<file path="src/rtl/uart_frame_pkg.sv">
// uart_frame_pkg: shared state encoding and byte width for the UART frame buffer.
package uart_frame_pkg;
  localparam int BYTE_W = 8;
  typedef enum logic [1:0] {COLLECT, SEND, HOLD, WAIT} state_e;
endpackage

</file>
<file path="src/rtl/frame_mem.sv">
// frame_mem: NBYTES x 8 register array, one write port, asynchronous read.
module frame_mem
  import uart_frame_pkg::*;
#(
  parameter int NBYTES = 4,
  parameter int AW = (NBYTES > 1) ? $clog2(NBYTES) : 1
) (
  input  logic              clk,
  input  logic              we,
  input  logic [AW-1:0]     waddr,
  input  logic [BYTE_W-1:0] wdata,
  input  logic [AW-1:0]     raddr,
  output logic [BYTE_W-1:0] rdata
);
  logic [BYTE_W-1:0] mem [NBYTES];
  always_ff @(posedge clk)
    if (we) mem[waddr] <= wdata;
  assign rdata = mem[raddr];
endmodule

</file>
<file path="src/rtl/uart_frame_buffer.sv">
// uart_frame_buffer: collects received bytes into a frame and replays them to a UART transmitter.
module uart_frame_buffer
  import uart_frame_pkg::*;
#(
  parameter int NBYTES = 4,
  parameter int AUTO_PLAY = 0,
  parameter int CW = $clog2(NBYTES + 1)
) (
  input  logic              clk,
  input  logic              rst,
  input  logic              rx_valid,
  input  logic [BYTE_W-1:0] rx_data,
  input  logic              clr,
  input  logic              play,
  input  logic              tx_busy,
  output logic              tx_start,
  output logic [BYTE_W-1:0] tx_data,
  output logic [CW-1:0]     count,
  output logic              frame_full,
  output logic              overflow,
  output logic              playing
);
  localparam int AW = (NBYTES > 1) ? $clog2(NBYTES) : 1;
  state_e state_q, state_d;
  logic [CW-1:0] count_q, count_d, rd_idx_q, rd_idx_d;
  logic overflow_q, overflow_d, tx_start_q, tx_start_d, we;
  logic [BYTE_W-1:0] tx_data_q, tx_data_d, rd_data;
  frame_mem #(.NBYTES(NBYTES), .AW(AW)) u_mem (
    .clk   (clk),
    .we    (we),
    .waddr (count_q[AW-1:0]),
    .wdata (rx_data),
    .raddr (rd_idx_q[AW-1:0]),
    .rdata (rd_data)
  );
  always_comb begin
    state_d = state_q;
    count_d = count_q;
    rd_idx_d = rd_idx_q;
    overflow_d = overflow_q;
    tx_start_d = 1'b0;
    tx_data_d = tx_data_q;
    we = 1'b0;
    if (clr) begin
      state_d = COLLECT;
      count_d = '0;
      rd_idx_d = '0;
      overflow_d = 1'b0;
    end else if (state_q == COLLECT) begin
      we = rx_valid && count_q < CW'(NBYTES);
      count_d = we ? count_q + CW'(1) : count_q;
      overflow_d = overflow_q || (rx_valid && !we);
      // count_d already includes a same-cycle byte, so it joins the replay
      state_d = ((play && count_d != '0) || (AUTO_PLAY != 0 && count_d == CW'(NBYTES))) ? SEND : COLLECT;
    end else begin
      overflow_d = overflow_q || rx_valid;
      case (state_q)
        SEND: begin
          tx_start_d = !tx_busy;
          tx_data_d = tx_busy ? tx_data_q : rd_data;
          state_d = tx_busy ? SEND : HOLD;
        end
        HOLD: state_d = WAIT;
        default: if (!tx_busy) begin
          state_d = (rd_idx_q == count_q - CW'(1)) ? COLLECT : SEND;
          rd_idx_d = (state_d == COLLECT) ? '0 : rd_idx_q + CW'(1);
          count_d = (state_d == COLLECT) ? '0 : count_q;
        end
      endcase
    end
  end
  always_ff @(posedge clk) begin
    if (rst) begin
      state_q <= COLLECT;
      count_q <= '0;
      rd_idx_q <= '0;
      overflow_q <= 1'b0;
      tx_start_q <= 1'b0;
      tx_data_q <= '0;
    end else begin
      state_q <= state_d;
      count_q <= count_d;
      rd_idx_q <= rd_idx_d;
      overflow_q <= overflow_d;
      tx_start_q <= tx_start_d;
      tx_data_q <= tx_data_d;
    end
  end
  assign tx_start = tx_start_q;
  assign tx_data = tx_data_q;
  assign count = count_q;
  assign frame_full = count_q == CW'(NBYTES);
  assign overflow = overflow_q;
  assign playing = state_q != COLLECT;
endmodule

</file>
<file path="config.mk">
export PLATFORM = sky130hd
export DESIGN_NAME = uart_frame_buffer
export DESIGN_NICKNAME = d
export VERILOG_FILES = /design/src/rtl/uart_frame_pkg.sv /design/src/rtl/frame_mem.sv /design/src/rtl/uart_frame_buffer.sv
export SDC_FILE = /design/constraint.sdc
export NUM_CORES = 1
export LEC_CHECK = 0
export ABC_AREA = 1
export CORE_MARGIN = 2
export CORE_UTILIZATION = 40
export DETAILED_ROUTE_END_ITERATION = 16
export RECOVER_POWER = 100
export SYNTH_ARGS = -nofsm -noshare
export SYNTH_HDL_FRONTEND = slang
export SYNTH_SLANG_ARGS = --single-unit
</file>
<file path="constraint.sdc">
create_clock -name clk -period 1.4 [get_ports clk]
set_input_delay 0.42 -clock clk [delete_from_list [all_inputs] [get_ports clk]]
set_output_delay 0.42 -clock clk [all_outputs]
set_load 0.01 [all_outputs]
</file>
==> impl_metrics.tcl <==
set metrics [dict create \
    whs_ns 0.504 \
    worstSetupPathType "flip-flop to primary output" \
    yosys.area.top_type "edfxtp_1" \
    grt_pass1_wl_um 7770 \
    overflow 0 \
    synth_xor_area_share_pct 0.786 \
    post-synth-top-area-fraction_pct 43.1 \
    hpwl_um 3580 \
    worst_pin_slew_ns 0.318 \
    synth_top_family_by_area "simple AND/OR/NAND/NOR gates" \
    clkPwrFrac_pct 32.4 \
    outcome "finished with violations" \
    root_buffer "clkbuf_8" \
    synth_seq_cells 50 \
    p_int_mw 2.10 \
    sequentialPowerShare_pct 57.0 \
    pre_cts_ws_ns -0.508 \
    crit_buf_inv 2 \
    io_buffers 28 \
    power_leakage_nw 1.24 \
    critPathSlowestCell "dfxtp_4" \
    rrSetupSlack_ns -0.04 \
    r2r-end "count[0]" \
    routed_wl_um 5060 \
    via_per_inst 4.83 \
    seq_area_frac_synth_pct 59.3 \
    core_area_um2 5440 \
    yosysWarnings 0 \
    die_x_um 78.7 \
    cp-startpoint "count[0]" \
    grt_setup_unrepaired "yes" \
    numClockSinks 50 \
    gp_congestion 0.855 \
    crit_family "flip-flops" \
    synthMuxAreaShare_pct 0 \
    synth_cells 223 \
    firstDrtPassIters 4 \
    reg2reg_from "count[0]" \
    relSlewSlack_pct 78.6 \
    cap_viol_max_count 0 \
    post-route-util_pct 55.8 \
    dieArea_um2 6190 \
    tritoncts "yes" \
    diodes 0 \
    nNetsFinal 310 \
    path_cells "inv_4 -> ha_4 -> ha_4 -> buf_6" \
    critPathMaxFanout 2 \
    synth_compound_area_share_pct 11.6 \
    switching_share_pct 25.2 \
    holdPathStages 2 \
    max_freq_mhz 640 \
    synth.cells.most_frequent "nor2_1, edfxtp_1, inv_1, o21ai_0, nand2_1" \
    drtAntennaViolNets 0 \
    skew_ns 0.00419 \
    arrival_ns 1.14 \
    crit_path_end_kind "primary output" \
    finalHoldViolCount 0 \
    route.detailed.drc 0 \
    r2r_cells 7 \
    die_h_um 78.7 \
    hold_start "overflow" \
    synth_cell_type_count 25 \
    drv_slew 0 \
    clkTransAtPathRegs_ns 0.10 \
    p_per_area_nw_per_um2 926 \
    vias 1739 \
    synth_edf_count 32 \
    htreeDepth 2 \
    grt_max_degree 19 \
    syn_nets 246 \
    synth-main-ff-cell "edfxtp_1" \
    ys_async_sr_fraction_pct 0 \
    syn_avg_cell_area_um2 10.0 \
    grt_pass1_vias 1534 \
    grt_antenna_before_repair 0 \
    layout-drive-gt1-share_pct 28.5 \
    cpMostUsedCell "ha_4" \
    cts-buffers-inserted 5 \
    violations "setup timing" \
    start_util_pct 41.0 \
    holdCritPathClass "flip-flop to flip-flop" \
    pin_count 29 \
    crit_end "frame_full" \
    netlist_top_cells_area "edfxtp_1, dfxtp_1, nor2_1" \
    crit_path_start_kind "flip-flop" \
    rows 27 \
    drt_iter0_drc 82 \
    area_delta_synth_final_pct 36.1 \
    required_ns 0.98 \
    max-vdd-ir-drop_mv 0.459 \
    comb_power_share_pct 10.7 \
    synth-simple-area-share_pct 14.5 \
    power.total_mw 2.81 \
    synth_fa_ha_area_share_pct 5.05 \
    yosys.cell_count.top_type "nor2_1" \
    period_needed_ns 1.56 \
    net-switching-power_mw 0.709 \
    clk_latency_ns 0.31 \
    synth_area_um2 2230 \
    path_depth 4 \
    crit_path_max_incr_delay_ns 0.37 \
    finalWorstSetupSlack_ns -0.163 \
    ctsLongestPathBuffers 2 \
    grt_use_total_pct 16.6 \
    post_drt_wl_per_cell_um 14.1 \
    period_share_pct 112 \
    setup_viol 5 \
]
layout make-up:
type,count,area [um2]
sequential,50,1330
clock buffer,5,68.8
tap,72,90.1
multi-input combinational,132,855
inverter,37,151
clock inverter,3,28.8
timing repair buffer,61,510
fill,511,2400
registers in the layout, summed over array words and instances, names as in the netlist:
name       cells
tx_start       1
rd_idx_q       3
u_mem.mem     32
overflow       1
count          3
state_q        2
tx_data        8
how the worst min path moves through the flow:
stage,slack (ns),endpoint
after floorplan,0.46,state_q[1]
after global placement,0.46,overflow
after detailed placement,0.49,overflow
after CTS,0.50,overflow
after global routing,0.52,overflow
final,0.50,overflow
worst reg2reg max path, cell delays in order (launching register included):
cell,delay (ns)
dfxtp_4,0.37
inv_4,0.04
ha_4,0.16
ha_4,0.27
xnor2_2,0.11
nand4_1,0.19
nand3_1,0.14
a21oi_2,0.06
placed cells by master, fill, tap and decap left out, types with 2 or more instances in the layout:
cell type,n
inv_4,5
a21oi_1,9
dlygate4sd3_1,9
ha_2,2
o21ai_0,16
a21oi_2,6
nand4_4,3
nor2_4,3
nand3_1,5
buf_2,2
inv_1,26
dfxtp_1,14
o22ai_1,8
dfxtp_4,2
buf_4,29
nand2_1,20
o21ai_1,10
ha_4,3
clkinv_4,2
ha_1,4
or2_0,2
inv_2,6
buf_6,4
nor2_1,31
clkdlybuf4s50_1,3
edfxtp_1,32
dfxtp_2,2
clkbuf_8,5
nand4_1,3
dlygate4sd2_1,11
power by group through the flow:
stage	Clock, mW	Combinational [mW]	Sequential (mW)
final	0.910	0.300	1.60
after global routing	0.982	0.331	1.60
after CTS	0.928	0.270	1.60
after detailed placement	0	0.262	1.63
after global placement	0	0.259	1.63
after floorplan	0	0.121	1.63
cells by family (layout without fill, tap and decap cells):
group	Yosys count	after routing
simple gates	70	72
flops	50	50
compound gates	49	49
buf+inv	43	106
fa+ha+maj	9	9
xor+xnor	2	2
per-layer routing:
layer	track usage, %	vias up	share of wire, %
met3	3.45	6	4.2
met1	23.7	805	47
met4	5.26	0	1.2
met5	0	-	0
li1	-	880	-
met2	25.4	48	48
metrics by stage:
stage	TNS [ns]	cells	area (um2)
4_1_cts	-0.311	353	2900
2_1_floorplan	-2.72	223	2270
6_report	-0.288	360	3040
3_3_place_gp	-19.38	343	2780
5_1_grt	-1.67	360	3040
3_5_place_dp	-20.27	343	2780
repair_timing:
| action | 4_1_cts | 5_1_grt |
|---|---|---|
| hold endpoints to repair | 0 | 0 |
| setup endpoints to repair | 59 | 42 |
| setup buffers | 2 | 5 |
| gates cloned | 0 | 2 |
| hold buffers | 0 | 0 |
| pin swaps | 11 | 9 |
| resized for setup | 44 | 26 |
(Power assumes the default switching activity.)
